File: config.mk
export PLATFORM = sky130hd
export DESIGN_NAME = pim_shift_accumulator_flat
export DESIGN_NICKNAME = d
export VERILOG_FILES = /design/src/rtl/pim_shift_accumulator_pkg.sv /design/src/rtl/pim_shift_accumulator_if.sv /design/src/rtl/pim_shift_accumulator_fifo.sv /design/src/rtl/pim_shift_accumulator.sv /design/src/flat_wrapper.sv
export SDC_FILE = /design/constraint.sdc
export NUM_CORES = 1
export LEC_CHECK = 0
export BUFFER_PORTS_ARGS = -buffer_cell sky130_fd_sc_hd__buf_2
export CAP_MARGIN = 5
export CORE_ASPECT_RATIO = 1.4
export CORE_MARGIN = 4
export CORE_UTILIZATION = 40
export CTS_BUF_LIST = sky130_fd_sc_hd__clkbuf_16
export CTS_CLUSTER_SIZE = 8
export DETAILED_ROUTE_END_ITERATION = 7
export GPL_TIMING_DRIVEN = 0
export PLACE_DENSITY_LB_ADDON = 0.08
export SLEW_MARGIN = 5
export SYNTH_ARGS = -nofsm -noshare
export SYNTH_HDL_FRONTEND = slang
export SYNTH_SLANG_ARGS = --single-unit
File: constraint.sdc
create_clock -name clk -period 11.4 [get_ports clk]
set_clock_uncertainty 0.05 [all_clocks]
set_input_delay 0.57 -clock clk [delete_from_list [all_inputs] [get_ports clk]]
set_output_delay 0.57 -clock clk [all_outputs]
set_load 0.005 [all_outputs]
File: src/rtl/pim_shift_accumulator_pkg.sv
// ---------------------------------------------------------------------------
// pim_acc_pkg
// Shared definitions for the PIM shift-accumulator slice: the ceiling-log2
// helper, the derived-width functions used by every file, and the two-state
// collector FSM encoding.
// ---------------------------------------------------------------------------
package pim_acc_pkg;

  // Collector FSM: IDLE waits for a first beat, ACC is summing a result.
  typedef enum logic [0:0] {
    IDLE = 1'b0,
    ACC  = 1'b1
  } acc_state_e;

  // Ceiling log2; returns 0 for values of 0 or 1.
  function automatic int clogb2(input int value);
    int result;
    int rem;
    result = 32'sd0;
    rem    = value - 32'sd1;
    while (rem > 32'sd0) begin
      result = result + 32'sd1;
      rem    = rem >>> 32'sd1;
    end
    return result;
  endfunction

  // Beats per result: the input is consumed one half-width nibble bit at a time.
  function automatic int calc_half(input int input_p);
    return input_p / 32'sd2;
  endfunction

  // Accumulator width: largest term is HH shifted by up to 3*HALF-1, summed
  // over HALF beats, plus one carry bit, so it can never wrap.
  function automatic int calc_acc_w(input int adc_p, input int input_p);
    return adc_p + (32'sd3 * calc_half(input_p)) + 32'sd1;
  endfunction

  // Column address width, never narrower than one bit.
  function automatic int calc_addr_w(input int depth);
    return (clogb2(depth) > 32'sd1) ? clogb2(depth) : 32'sd1;
  endfunction

  // Beat counter width, never narrower than one bit.
  function automatic int calc_cnt_w(input int half);
    return (clogb2(half) > 32'sd1) ? clogb2(half) : 32'sd1;
  endfunction

endpackage

File: src/rtl/pim_shift_accumulator_if.sv
// ---------------------------------------------------------------------------
// pim_shift_accumulator_if
// Beat input and result output bundle of the shift-accumulator.
//   in_valid/in_first/in_addr/psum_*  : compute beat from the ADC stage
//   out_valid/out_ready/out_*         : result queue head, valid/ready
//   busy/err/overflow                 : status
// The master side is the datapath/consumer environment, slave is the block.
// ---------------------------------------------------------------------------
interface pim_shift_accumulator_if #(
  parameter int ADDR_W = 1,
  parameter int ADC_P  = 4,
  parameter int OUT_P  = 16
) ();

  logic              in_valid;
  logic              in_first;
  logic [ADDR_W-1:0] in_addr;
  logic [ADC_P-1:0]  psum_hh;
  logic [ADC_P-1:0]  psum_hl;
  logic [ADC_P-1:0]  psum_lh;
  logic [ADC_P-1:0]  psum_ll;
  logic              out_valid;
  logic              out_ready;
  logic [OUT_P-1:0]  out_data;
  logic [ADDR_W-1:0] out_addr;
  logic              out_sat;
  logic              busy;
  logic              err;
  logic              overflow;

  modport master (
    output in_valid, in_first, in_addr, psum_hh, psum_hl, psum_lh, psum_ll,
    output out_ready,
    input  out_valid, out_data, out_addr, out_sat, busy, err, overflow
  );

  modport slave (
    input  in_valid, in_first, in_addr, psum_hh, psum_hl, psum_lh, psum_ll,
    input  out_ready,
    output out_valid, out_data, out_addr, out_sat, busy, err, overflow
  );

endinterface

File: src/rtl/pim_shift_accumulator_fifo.sv
// ---------------------------------------------------------------------------
// pim_result_fifo
// Synchronous result queue with a registered head. Push and pop in the same
// cycle are accepted when full (the popped slot is reused) and when empty
// (the pushed word becomes the new head).
//   clk, rst        : clock, synchronous active-low reset
//   push_i/push_data_i : write request and word
//   pop_i           : remove head (ignored when empty)
//   full_o/empty_o  : occupancy flags
//   head_valid_o/head_data_o : registered head of queue
// ---------------------------------------------------------------------------
module pim_result_fifo
  import pim_acc_pkg::*;
#(
  parameter int WIDTH = 18,
  parameter int DEPTH = 4
) (
  input  logic             clk,
  input  logic             rst,
  input  logic             push_i,
  input  logic [WIDTH-1:0] push_data_i,
  input  logic             pop_i,
  output logic             full_o,
  output logic             empty_o,
  output logic             head_valid_o,
  output logic [WIDTH-1:0] head_data_o
);

  localparam int PTR_W = clogb2(DEPTH);
  localparam int CNT_W = PTR_W + 1;
  localparam logic [PTR_W-1:0] PTR_ONE = PTR_W'(1'b1);
  localparam logic [CNT_W-1:0] CNT_ONE = CNT_W'(1'b1);
  localparam logic [CNT_W-1:0] CNT_MAX = CNT_W'(DEPTH);

  logic [WIDTH-1:0] mem_q [DEPTH];
  logic [PTR_W-1:0] wr_ptr_q, wr_ptr_d;
  logic [PTR_W-1:0] rd_ptr_q, rd_ptr_d;
  logic [CNT_W-1:0] count_q, count_d;
  logic [WIDTH-1:0] head_q, head_d;
  logic             head_valid_q, head_valid_d;
  logic             push_ok_s;
  logic             pop_ok_s;

  // Occupancy, pointer and next-head computation.
  always_comb begin
    pop_ok_s  = pop_i && (count_q != {CNT_W{1'b0}});
    push_ok_s = push_i && ((count_q != CNT_MAX) || pop_ok_s);

    if (pop_ok_s) begin
      rd_ptr_d = rd_ptr_q + PTR_ONE;
    end else begin
      rd_ptr_d = rd_ptr_q;
    end

    if (push_ok_s) begin
      wr_ptr_d = wr_ptr_q + PTR_ONE;
    end else begin
      wr_ptr_d = wr_ptr_q;
    end

    case ({push_ok_s, pop_ok_s})
      2'b10:   count_d = count_q + CNT_ONE;
      2'b01:   count_d = count_q - CNT_ONE;
      default: count_d = count_q;
    endcase

    head_valid_d = (count_d != {CNT_W{1'b0}});
    // The new head is the word written this cycle only when the queue
    // drains to it; otherwise it is already in storage.
    if (!head_valid_d) begin
      head_d = head_q;
    end else if (push_ok_s && (wr_ptr_q == rd_ptr_d)) begin
      head_d = push_data_i;
    end else begin
      head_d = mem_q[rd_ptr_d];
    end
  end

  // Storage, pointers and registered head.
  always_ff @(posedge clk) begin
    if (!rst) begin
      for (int i = 0; i < DEPTH; i++) begin
        mem_q[i] <= {WIDTH{1'b0}};
      end
      wr_ptr_q     <= {PTR_W{1'b0}};
      rd_ptr_q     <= {PTR_W{1'b0}};
      count_q      <= {CNT_W{1'b0}};
      head_q       <= {WIDTH{1'b0}};
      head_valid_q <= 1'b0;
    end else begin
      if (push_ok_s) begin
        mem_q[wr_ptr_q] <= push_data_i;
      end
      wr_ptr_q     <= wr_ptr_d;
      rd_ptr_q     <= rd_ptr_d;
      count_q      <= count_d;
      head_q       <= head_d;
      head_valid_q <= head_valid_d;
    end
  end

  assign full_o       = (count_q == CNT_MAX);
  assign empty_o      = (count_q == {CNT_W{1'b0}});
  assign head_valid_o = head_valid_q;
  assign head_data_o  = head_q;

endmodule

File: src/rtl/pim_shift_accumulator.sv
// ---------------------------------------------------------------------------
// pim_shift_accumulator
// Collects HALF beats of four nibble partial sums (HH, HL, LH, LL) per
// crossbar column, shift-adds them into a full dot product, saturates to
// OUT_P bits and queues {data, sat, addr} behind a valid/ready port.
//   clk, rst : clock, synchronous active-low reset
//   bus      : slave side of pim_shift_accumulator_if (beat input, result
//              output, busy/err/overflow status); its ADDR_W must equal
//              calc_addr_w(DEPTH) and its ADC_P/OUT_P the ones given here.
// ---------------------------------------------------------------------------
module pim_shift_accumulator
  import pim_acc_pkg::*;
#(
  parameter int INPUT_P    = 8,
  parameter int ADC_P      = 4,
  parameter int DEPTH      = 1,
  parameter int OUT_P      = 16,
  parameter int FIFO_DEPTH = 4
) (
  input  logic clk,
  input  logic rst,
  pim_shift_accumulator_if.slave bus
);

  localparam int HALF    = calc_half(INPUT_P);
  localparam int ACC_W   = calc_acc_w(ADC_P, INPUT_P);
  localparam int ADDR_W  = calc_addr_w(DEPTH);
  localparam int CNT_W   = calc_cnt_w(HALF);
  localparam int ENTRY_W = OUT_P + 1 + ADDR_W;
  localparam logic [CNT_W-1:0] CNT_ONE  = CNT_W'(1'b1);
  localparam logic [CNT_W-1:0] CNT_LAST = CNT_W'(HALF - 1);

  acc_state_e        state_q, state_d;
  logic [CNT_W-1:0]  b_q, b_d;
  logic [ACC_W-1:0]  acc_q, acc_d;
  logic [ADDR_W-1:0] addr_q, addr_d;
  logic              err_q, err_d;
  logic              ovf_q, ovf_d;
  logic              busy_q;

  logic              start_s;
  logic              beat_ok_s;
  logic              last_s;
  logic [CNT_W-1:0]  b_eff_s;
  logic [ACC_W-1:0]  hh_ext_s, mid_ext_s, ll_ext_s;
  logic [ACC_W-1:0]  term_s;
  logic [ACC_W-1:0]  sum_s;
  logic              sat_s;
  logic [OUT_P-1:0]  sat_data_s;
  logic              push_s;
  logic [ADDR_W-1:0] push_addr_s;
  logic              pop_s;
  logic              fifo_full_s;
  logic              fifo_empty_s;
  logic [ENTRY_W-1:0] head_s;

  // Beat term: a first beat always counts as bit 0 and starts from an empty
  // accumulator, whichever state it arrives in.
  always_comb begin
    start_s = bus.in_valid && bus.in_first;
    if (start_s) begin
      b_eff_s = {CNT_W{1'b0}};
    end else begin
      b_eff_s = b_q;
    end
    last_s    = (b_eff_s == CNT_LAST);
    hh_ext_s  = ACC_W'(bus.psum_hh);
    mid_ext_s = ACC_W'(bus.psum_hl) + ACC_W'(bus.psum_lh);
    ll_ext_s  = ACC_W'(bus.psum_ll);
    term_s    = (hh_ext_s  << (int'(b_eff_s) + (32'sd2 * HALF)))
              + (mid_ext_s << (int'(b_eff_s) + HALF))
              + (ll_ext_s  <<  int'(b_eff_s));
    if (start_s) begin
      sum_s = term_s;
    end else begin
      sum_s = acc_q + term_s;
    end
  end

  // Saturation of the completed sum to OUT_P bits.
  always_comb begin
    sat_s = ((sum_s >> OUT_P) != {ACC_W{1'b0}});
    if (sat_s) begin
      sat_data_s = {OUT_P{1'b1}};
    end else begin
      sat_data_s = OUT_P'(sum_s);
    end
  end

  // Collector FSM next state, beat bookkeeping and result push.
  always_comb begin
    state_d     = state_q;
    b_d         = b_q;
    acc_d       = acc_q;
    addr_d      = addr_q;
    err_d       = err_q;
    beat_ok_s   = 1'b0;
    push_s      = 1'b0;
    push_addr_s = addr_q;

    case (state_q)
      IDLE: begin
        if (bus.in_valid) begin
          // A continuation beat with no result open is dropped.
          if (bus.in_first) begin
            beat_ok_s = 1'b1;
          end else begin
            err_d = 1'b1;
          end
        end else begin
          beat_ok_s = 1'b0;
        end
      end
      ACC: begin
        if (bus.in_valid) begin
          beat_ok_s = 1'b1;
          // Restart mid-result abandons the partial sum.
          if (bus.in_first) begin
            err_d = 1'b1;
          end else begin
            err_d = err_q;
          end
        end else begin
          beat_ok_s = 1'b0;
        end
      end
      default: begin
        state_d = IDLE;
        b_d     = {CNT_W{1'b0}};
        acc_d   = {ACC_W{1'b0}};
      end
    endcase

    if (beat_ok_s) begin
      if (start_s) begin
        addr_d = bus.in_addr;
      end else begin
        addr_d = addr_q;
      end
      push_addr_s = addr_d;
      if (last_s) begin
        push_s  = 1'b1;
        state_d = IDLE;
        b_d     = {CNT_W{1'b0}};
        acc_d   = {ACC_W{1'b0}};
      end else begin
        state_d = ACC;
        b_d     = b_eff_s + CNT_ONE;
        acc_d   = sum_s;
      end
    end else begin
      push_s = 1'b0;
    end
  end

  // Drop detection: a push is lost only if the queue is full and not
  // draining in the same cycle.
  always_comb begin
    pop_s = bus.out_ready && !fifo_empty_s;
    if (push_s && fifo_full_s && !pop_s) begin
      ovf_d = 1'b1;
    end else begin
      ovf_d = ovf_q;
    end
  end

  // State, accumulator and sticky status registers.
  always_ff @(posedge clk) begin
    if (!rst) begin
      state_q <= IDLE;
      b_q     <= {CNT_W{1'b0}};
      acc_q   <= {ACC_W{1'b0}};
      addr_q  <= {ADDR_W{1'b0}};
      err_q   <= 1'b0;
      ovf_q   <= 1'b0;
      busy_q  <= 1'b0;
    end else begin
      state_q <= state_d;
      b_q     <= b_d;
      acc_q   <= acc_d;
      addr_q  <= addr_d;
      err_q   <= err_d;
      ovf_q   <= ovf_d;
      busy_q  <= (state_d == ACC);
    end
  end

  pim_result_fifo #(
    .WIDTH (ENTRY_W),
    .DEPTH (FIFO_DEPTH)
  ) u_fifo (
    .clk          (clk),
    .rst          (rst),
    .push_i       (push_s),
    .push_data_i  ({sat_data_s, sat_s, push_addr_s}),
    .pop_i        (pop_s),
    .full_o       (fifo_full_s),
    .empty_o      (fifo_empty_s),
    .head_valid_o (bus.out_valid),
    .head_data_o  (head_s)
  );

  assign bus.out_data = head_s[ENTRY_W-1 -: OUT_P];
  assign bus.out_sat  = head_s[ADDR_W];
  assign bus.out_addr = head_s[ADDR_W-1:0];
  assign bus.busy     = busy_q;
  assign bus.err      = err_q;
  assign bus.overflow = ovf_q;

endmodule

File: src/flat_wrapper.sv
// flat-port wrapper written by rule: the top's interface ports become plain ports
module pim_shift_accumulator_flat import pim_acc_pkg::*;
#(
  parameter int INPUT_P    = 8,
  parameter int ADC_P      = 4,
  parameter int DEPTH      = 1,
  parameter int OUT_P      = 16,
  parameter int FIFO_DEPTH = 4
)
  (clk, rst, bus_in_valid, bus_in_first, bus_in_addr, bus_psum_hh, bus_psum_hl, bus_psum_lh, bus_psum_ll, bus_out_ready, bus_out_valid, bus_out_data, bus_out_addr, bus_out_sat, bus_busy, bus_err, bus_overflow);
  pim_shift_accumulator_if #(.ADDR_W(1), .ADC_P(ADC_P), .OUT_P(OUT_P)) bus_i ();
  input  logic clk;
  input  logic rst;
  input wire logic [$bits(bus_i.in_valid)-1:0] bus_in_valid;
  input wire logic [$bits(bus_i.in_first)-1:0] bus_in_first;
  input wire logic [$bits(bus_i.in_addr)-1:0] bus_in_addr;
  input wire logic [$bits(bus_i.psum_hh)-1:0] bus_psum_hh;
  input wire logic [$bits(bus_i.psum_hl)-1:0] bus_psum_hl;
  input wire logic [$bits(bus_i.psum_lh)-1:0] bus_psum_lh;
  input wire logic [$bits(bus_i.psum_ll)-1:0] bus_psum_ll;
  input wire logic [$bits(bus_i.out_ready)-1:0] bus_out_ready;
  output wire logic [$bits(bus_i.out_valid)-1:0] bus_out_valid;
  output wire logic [$bits(bus_i.out_data)-1:0] bus_out_data;
  output wire logic [$bits(bus_i.out_addr)-1:0] bus_out_addr;
  output wire logic [$bits(bus_i.out_sat)-1:0] bus_out_sat;
  output wire logic [$bits(bus_i.busy)-1:0] bus_busy;
  output wire logic [$bits(bus_i.err)-1:0] bus_err;
  output wire logic [$bits(bus_i.overflow)-1:0] bus_overflow;
  assign bus_i.in_valid = bus_in_valid;
  assign bus_i.in_first = bus_in_first;
  assign bus_i.in_addr = bus_in_addr;
  assign bus_i.psum_hh = bus_psum_hh;
  assign bus_i.psum_hl = bus_psum_hl;
  assign bus_i.psum_lh = bus_psum_lh;
  assign bus_i.psum_ll = bus_psum_ll;
  assign bus_i.out_ready = bus_out_ready;
  assign bus_out_valid = bus_i.out_valid;
  assign bus_out_data = bus_i.out_data;
  assign bus_out_addr = bus_i.out_addr;
  assign bus_out_sat = bus_i.out_sat;
  assign bus_busy = bus_i.busy;
  assign bus_err = bus_i.err;
  assign bus_overflow = bus_i.overflow;
  pim_shift_accumulator #(.INPUT_P(INPUT_P), .ADC_P(ADC_P), .DEPTH(DEPTH), .OUT_P(OUT_P), .FIFO_DEPTH(FIFO_DEPTH)) u_core (.clk(clk), .rst(rst), .bus(bus_i));
endmodule
; ---- After elaboration in Yosys (flattened, before gate mapping)
; Memory sizes are Yosys's and may differ from the RTL's. A register that Yosys moved wholly into a read port is not among the register bits.
; Index checks and enable logic that the tools add are counted.
[op_classes]
n_addsub = 11
n_shift = 3
eq_ne = 9
bitwise_logic = 1
n_mux = 28
reduce_logical = 15
[op_table]
columns = op, n
row1 = $add 17x17->17, 3
row2 = $mux 17, 2
row3 = $shl 17x32->17, 1
row4 = $shl 4x32->17, 1
row5 = $mux 18, 1
row6 = $reduce_or 18->1, 1
row7 = $mux 1, 17
row8 = $shl 4x2->17, 1
row9 = $mux 16, 1
row10 = $mux 2, 4
row11 = $ne 2x2->1 const B, 4
row12 = $add 2x1->2 const B, 3
row13 = $logic_and 1x1->1, 6
row14 = $pmux 3 s2, 1
row15 = $reduce_bool 3->1, 2
row16 = $add 2x4->5 const B, 1
row17 = $add 4x4->5, 1
row18 = $add 2x3->4 const B, 1
row19 = $eq 2x2->1 const B, 2
row20 = $pmux 1 s2, 2
row21 = $reduce_and 4->1, 1
row22 = $add 3x1->3 const B, 1
row23 = $eq 3x3->1 const B, 1
row24 = $logic_not 1->1, 3
row25 = 6 further kinds, 6
[word_totals]
n_memories = 1
output_inout_bits = 22
ram_bits = 72
in_bits = 22
ff_bits = 31
[mem_list]
columns = memory, words, word_bits, read_ports, rd_ports_with_merged_regs, wr, line_no
row1 = u_core.u_fifo.mem_q, 4, 18, 1, 1, 4, pim_shift_accumulator_fifo.sv:35  ; logic [WIDTH-1:0] mem_q [DEPTH];

; ---- Longest topological paths before layout
; Gate-level depths: netlist of run 1.
[logic_depth]
ltp_word = 11
mapped_depth = 26

; ---- By module
; From an unflattened synthesis of run 1, not the netlist that was laid out.
[unflattened]
cells_unflattened = 867
hier_area_um2 = 7813.7
[modules_own_cells]
columns = mod, instances, cells_each, area_each_um2
row1 = pim_result_fifo, 1, 458, 4853.4
row2 = pim_shift_accumulator, 1, 409, 2960.3

; ---- Worst setup path after synthesis of run 1
; OpenSTA, ideal clock, no wires.
[synth_path]
path_type = input-to-reg
start = in bus_in_first
end = mem u_core.u_fifo.mem_q[1][7], data pin
path_stages = 23
arrival_ns = 5.258
setup_time_ns = 0.141
path_buffers = 4
setup_slack_ns = 5.951
cell_sequence = nand2_1 > clkbuf_1 > nand2_1 > clkinv_1 > buf_1 > o21ai_0 > ha_1 > fa_1 > a21oi_1 > o21ai_0 > nand3_1 > nand2_1 > xor2_1 > ha_1 > clkbuf_1 > nand2_1 > or3_1 > a211o_1 > a21oi_2 > mux2_2 > buf_2 > and2_1 > nor2_1
[synth_lines]
columns = item, line_no
row1 = start: declaration, flat_wrapper.sv:15  ; input wire logic [$bits(bus_i.in_first)-1:0] bus_in_first;
row2 = end: declaration, pim_shift_accumulator_fifo.sv:35

==> results_dict.tcl, run 1 <==
set metrics [dict create \
    status "finished clean" \
    synthTopCellsByCount "nor2_1 (101), nand2_1 (74), edfxtp_1 (72), a21oi_1 (49), dfxtp_1 (49)" \
    tns_ns 0 \
    dieArea_mm2 0.0208 \
    grtUsageMet3_pct 3.43 \
    busiest_layer "met2" \
    clkTransAtPathRegs_ns 0.06 \
    cts_resized 0 \
    synth_cell_types 72 \
    ys_seq_elements 121 \
    rows 58 \
    area_growth_pct 15.0 \
    synth_top_family_by_area "simple AND/OR/NAND/NOR gates" \
    clock-sinks 121 \
    clockBufferDepth 2 \
    relSlewSlack_pct 22.7 \
    hold_violations 0 \
    whs_path_depth 1 \
    synth_seq_area_share_pct 42.3 \
    cts_hold_buf 0 \
    nFillCells 1723 \
    first_iter_violations 427 \
    place_inst 1033 \
    avgSynthCellArea_um2 9.90 \
    avgRoutedWirePerCell_um 20.1 \
    route.antenna.remaining_nets 0 \
    p_leak_uw 0.00346 \
    ys_top_cells_by_area "edfxtp_1 (29%), dfxtp_1 (13%), ha_1 (5.7%)" \
    worstPathMaxFanout 10 \
    dieHeight_um 169 \
    route.detailed.drc 0 \
    cp_data_arrival_time_ns 6.87 \
    synthArstFlopShare_pct 0 \
    hold_class "flop to flop" \
    slew_viol_final 0 \
    grt_max_degree 19 \
    synth_top_area_share_pct 29.1 \
    synthCells 750 \
    num_vias 6066 \
    maxCapViolCount 0 \
    worstSetupPathType "input pin to flop" \
    antenna_cells 0 \
    synth_mux_area_share_pct 9.74 \
    grt_pass1_wl_um 33600 \
    layout_min_cycle_time_ns 6.79 \
    grt_antenna_before_repair 0 \
    cts_buffers 17 \
    io_buffers 42 \
    synth-xor-area-share_pct 3.44 \
    min_from "u_core.u_fifo.head_data_o[5]" \
    met2_usage_pct 38.8 \
    fin_ws_ns 4.61 \
    ff2ff_setup_slack_ns 5.00 \
    irDropWorstVdd_v 0.000101 \
    met1_usage_pct 24.6 \
    syn-cell-area_mm2 0.00742 \
    min_delay_worst_endpoint "u_core.u_fifo.head_data_o[5]" \
    place_ws_ns 4.27 \
    synth.most_common_cell "nor2_1" \
    synth_fa_ha_area_share_pct 6.81 \
    io_pins 44 \
    yosys.area.top_type "edfxtp_1" \
    synth-compound-area-share_pct 16.5 \
    reg2reg_to "u_core.u_fifo.mem_q[0][12]" \
    nets 872 \
    overflow 0 \
    core_area_mm2 0.0181 \
    post-dp-hpwl_um 15700 \
    clk_latency_ns 0.41 \
    fmax_ghz 0.147 \
    grt_usage_pct 21.3 \
    cts_max_level 4 \
    grt_pass1_vias 6145 \
    period_share_pct 59.5 \
    synth_flop_cell "edfxtp_1" \
    cts_tree "yes" \
    yosys.area_share.simple_pct 17.9 \
    cp-end-kind "flop" \
    gp_congestion 0.866 \
    r2r_start "u_core.b_q[1]" \
    drt_wl_total_um 21400 \
    rsz0062_at_grt "false" \
    ff2ff_path_depth 21 \
    crit_required_ns 11.48 \
    start_util_pct 41.1 \
    final-setup-viol-count 0 \
    cts_setup_buffers 0 \
    detail_route.vias_per_cell 5.70 \
    synth-edff-count 72 \
    startpoint_type "input pin" \
    ys_warn_count 0 \
    cts-root-buf "clkbuf_16" \
    layout-drive-gt1-share_pct 14.1 \
    instances_no_fill 1064 \
    power.density_mw_per_mm2 153 \
    tightest_slew_ns 1.15 \
    dr.pass1.iters 4 \
    dieWidth_um 123 \
]
## layout by cell type (no fill, tap or decap), drive strengths merged, types with 4 or more instances in the layout
cell type / n
nor2: 101
nand2: 74
edfxtp: 72
buf: 56
clkbuf: 51
a21oi: 50
dfxtp: 49
o21ai: 45
ha: 34
and2: 29
mux4: 22
xnor2: 16
mux2i: 16
a21o: 16
inv: 14
and3: 13
nand3: 12
a31oi: 11
nor2b: 11
xor2: 11
nor3: 8
a21boi: 7
a211o: 7
or3: 7
clkinv: 6
o211a: 5
a32oi: 5
nor3b: 4
nand2b: 4
a32o: 4
o211ai: 4
fa: 4
mux2: 4
## flip-flops by register name, indices dropped and copies added (netlist names)
register,cells
u_core.u_fifo.rd_ptr_q,2
u_core.u_fifo.mem_q,72
u_core.acc_q,17
u_core.addr_q,1
u_core.u_fifo.wr_ptr_q,2
u_core.b_q,2
u_core.bus.err,1
u_core.u_fifo.head_valid_o,1
u_core.u_fifo.count_q,3
u_core.bus.busy,1
u_core.bus.overflow,1
u_core.u_fifo.head_data_o,18
## power by group
group	leakage, µW	switching, µW	total, µW	internal (µW)
clock	0.000288	207	551	344
sequential	0.00114	7.16	485	478
combinational	0.00204	172	270	97.5
## worst max-delay path, stage by stage
cell and delay, ns:
buf_2 0.13, nand2_1 0.25, clkbuf_1 0.49, nand2_1 0.21, clkinv_1 0.20, buf_1 0.44
o21ai_0 0.19, ha_1 0.35, fa_1 0.46, a21oi_1 0.19, o21ai_0 0.20, nand3_1 0.15
nand2_1 0.09, xor2_1 0.17, ha_1 0.27, clkbuf_1 0.29, nand2_1 0.10, or3_1 0.40
a211o_1 0.28, a21oi_2 0.23, mux2i_1 0.25, nor3_1 0.83, nor2_1 0.11
## worst max path at each step
stage,startpoint,endpoint,slack [ns],depth (start not counted)
2_1_floorplan,bus_in_first,u_core.u_fifo.mem_q[1][7],5.95,23
3_3_place_gp,bus_in_first,u_core.u_fifo.mem_q[2][12],4.25,23
3_5_place_dp,bus_in_first,u_core.u_fifo.mem_q[0][12],4.27,23
4_1_cts,bus_in_first,u_core.u_fifo.mem_q[0][12],4.68,23
5_1_grt,bus_in_first,u_core.u_fifo.mem_q[2][12],4.15,24
6_report,bus_in_first,u_core.u_fifo.mem_q[0][12],4.61,23
## per-stage QoR
step	utilization, %	total power, µW	area, µm²	hold WS [ns]
detailed placement	43.9	760	7940	0.402
global route	47.2	1360	8530	0.438
floorplan	-	685	7430	0.395
CTS	47.2	1310	8530	0.416
global placement	43.9	755	7940	0.395
finish	47.2	1310	8530	0.413
## layout make-up
class                      instances  area, µm²  share of cell area, %
buffer                            48        201                   2.36
tap                              240        300                   3.52
inverter                          11       41.3                  0.484
sequential                       121       3140                   36.8
timing repair buffer              42        210                   2.46
clock inverter                    14        171                   2.01
multi-input combinational        571       4040                   47.3
clock buffer                      17        425                   4.99
## metal layers
layer,routed length [µm],vias up
li1,-,2889
met1,8560,2970
met2,11300,173
met3,944,34
met4,556,0
met5,0,-
## logic make-up (layout without fill, tap and decap cells)
| group | Yosys count | in the layout |
|---|---|---|
| and+or+nand+nor | 280 | 280 |
| AOI/OAI and AO/OA | 182 | 182 |
| DFF | 121 | 121 |
| buffers and inverters | 59 | 132 |
| muxes | 42 | 42 |
| adders and majority gates | 38 | 38 |
| xor gates and xnor gates | 27 | 27 |
| other | 1 | 2 |
Note: power is estimated with default switching activity, not from simulation.
==> run 2: changes to the inputs <==
- ABC_AREA: unset -> 1
- clock period: 11.4 -> 5.8 ns (I/O delays scaled with it)
==> results_dict.tcl, run 2 <==
set metrics [dict create \
    cts_max_level 4 \
    cp_data_arrival_time_ns 5.24 \
    first_iter_violations 381 \
    crit_required_ns 5.89 \
    rsz0062_at_grt "false" \
    grt_pass1_vias 6434 \
    antenna_cells 0 \
    overflow 0 \
    clockBufferDepth 2 \
    period_share_pct 88.8 \
    status "finished clean" \
    grt_pass1_wl_um 33600 \
    irDropWorstVdd_v 0.000213 \
    grt_max_degree 19 \
    cts_tree "yes" \
    relSlewSlack_pct 31.0 \
    detail_route.vias_per_cell 4.90 \
    worstSetupPathType "flop to flop" \
    synthTopCellsByCount "nand2_1 (296), inv_1 (114), nor2_1 (105), nand3_1 (81), edfxtp_1 (72)" \
    place_inst 1297 \
    hold_class "input pin to flop" \
    dieWidth_um 124 \
    core_area_mm2 0.0185 \
    final-setup-viol-count 0 \
    power.density_mw_per_mm2 406 \
    clk_latency_ns 0.41 \
    grt_usage_pct 20.8 \
    area_growth_pct 14.8 \
    met1_usage_pct 23.1 \
    yosys.area.top_type "edfxtp_1" \
    route.detailed.drc 0 \
    p_leak_uw 0.00418 \
    ys_seq_elements 121 \
    dieArea_mm2 0.0210 \
    grtUsageMet3_pct 2.66 \
    cts-root-buf "clkbuf_16" \
    num_vias 6506 \
    cp-end-kind "flop" \
    avgRoutedWirePerCell_um 15.8 \
    synth_flop_cell "edfxtp_1" \
    mostFrequentLayoutCells "nand2_1 (296), inv_1 (115), nor2_1 (104), nand3_1 (81), edfxtp_1 (72)" \
    synthArstFlopShare_pct 0 \
    route.antenna.remaining_nets 0 \
    layout_min_cycle_time_ns 5.15 \
    final_common_cell "nand2_1" \
    tns_ns 0 \
    synth-edff-count 72 \
    instances_no_fill 1329 \
    worstPathMaxFanout 10 \
    gp_congestion 0.870 \
    synth.most_common_cell "nand2_1" \
    tightest_slew_ns 1.03 \
    dieHeight_um 170 \
    dr.pass1.iters 5 \
    clock-sinks 121 \
    nFillCells 1976 \
    startpoint_type "flop" \
    met2_usage_pct 40.5 \
    rows 59 \
    io_pins 44 \
    cts_buffers 17 \
    synth_seq_area_share_pct 41.9 \
    maxCapViolCount 0 \
    fmax_ghz 0.194 \
    io_buffers 43 \
    avgSynthCellArea_um2 7.44 \
    ys_top_cells_by_area "edfxtp_1 (29%), nand2_1 (15%), dfxtp_1 (13%)" \
    busiest_layer "met2" \
    synth_cell_types 44 \
    grt_antenna_before_repair 0 \
    start_util_pct 40.5 \
    post-dp-hpwl_um 16200 \
    regMostFlops "u_core.u_fifo.mem_q" \
    placed_area_mm2 0.00804 \
    multi_input_area_mm2 0.00371 \
    ys_warn_count 0 \
    synthCells 1008 \
    fin_ws_ns 0.649 \
    nets 1132 \
    final_area_mm2 0.00861 \
    place_ws_ns 0.236 \
    slew_viol_final 0 \
    syn-cell-area_mm2 0.00750 \
    layout-drive-gt1-share_pct 12.0 \
    cts_setup_buffers 0 \
    seqCellArea_mm2 0.00314 \
    clkTransAtPathRegs_ns 0.06 \
    largest_register_ff_count 72 \
    drt_wl_total_um 21000 \
    hold_violations 0 \
    synth_top_area_share_pct 28.8 \
]
==> run 2: changes by cell type in the layout (fill, tap and decap cells not counted), sizes merged, moves of 11 or more <==
cell    previous run  this run
a21o              16         0
and2              29         2
and3              13         0
clkbuf            51        36
inv               14       131
mux2i             16         2
mux4              22         0
nand2             74       302
nand3             12        84
nor2             101       115
nor2b             11         0
o21ai             45        66
o21bai             0        18
xnor2             16         3
==> run 2: logic make-up after synthesis <==
group           count (synthesis)  synth area share [%]
buf+inv                       161                  8.66
mux                             2                 0.267
compound gates                154                  11.5
xor+xnor                       10                  1.27
simple gates                  521                  29.6
fa+ha+maj                      38                  6.74
other cells                     1                0.0500
flops                         121                  41.9
==> run 2: worst paths after layout <==
check | start | endpoint | slack, ns | cells past startpoint
max reg2reg | u_core.b_q[1] | u_core.u_fifo.mem_q[2][11] | 0.65 | 26
max | u_core.b_q[1] | u_core.u_fifo.mem_q[2][11] | 0.65 | 26
min reg2reg | u_core.u_fifo.head_data_o[7] | u_core.u_fifo.head_data_o[7] | 0.39 | 2
min | bus_in_valid | u_core.bus.err | 0.13 | 3
==> run 2: layout make-up <==
| class | count | share of cell area (%) |
|---|---|---|
| plain buffers | 34 | 2.01 |
| well taps | 244 | 3.55 |
| flip-flops and latches | 121 | 36.5 |
| inverters | 127 | 5.54 |
| clock buffers | 19 | 5.52 |
| repair buffers | 44 | 2.67 |
| clock inverters | 13 | 1.05 |
| multi-input cells | 727 | 43.2 |
==> run 2: stage by stage <==
stage	utilization, %	total power [µW]	hold slack, ns
detailed placement	43.4	2510	0.384
finish	46.5	3490	0.125
floorplan	-	2090	0.389
global placement	43.3	2500	0.383
global route	46.5	3760	0.149
CTS	46.4	3520	0.114
==> run 2: layer usage <==
metal | vias to the layer above | share of wire, %
met4 | 0 | 1.8
met5 | - | 0
met2 | 99 | 55
met3 | 19 | 2.3
li1 | 3414 | -
met1 | 2974 | 41
==> run 2: repair_timing <==
| item | in CTS | in global routing |
|---|---|---|
| gates resized for setup | 0 | 1 |
| setup endpoints to repair | 0 | 3 |
| hold buffers | 0 | 0 |
==> run 2: worst max-delay path: stages, from the launching register on <==
cell and delay, ns:
dfxtp_1 0.31, clkinv_1 0.26, nor2_4 0.33, clkinv_1 0.29, o21ai_0 0.30, ha_1 0.29
ha_1 0.33, nand2_1 0.06, inv_1 0.11, nand4_1 0.18, nand2_1 0.14, nand4_1 0.09
o21ai_0 0.10, xor2_1 0.22, ha_1 0.31, nand2_1 0.13, inv_1 0.05, nand2_1 0.05
nand2_1 0.04, a21oi_1 0.26, nand3_1 0.14, nand3_2 0.19, inv_1 0.08, nand2_1 0.25
nand2_1 0.13, inv_1 0.12, nor2_1 0.05
==> run 2: report_power, final <==
group          internal (µW)  switching, µW
Combinational            499            962
Clock                    599            411
Sequential               986           35.5
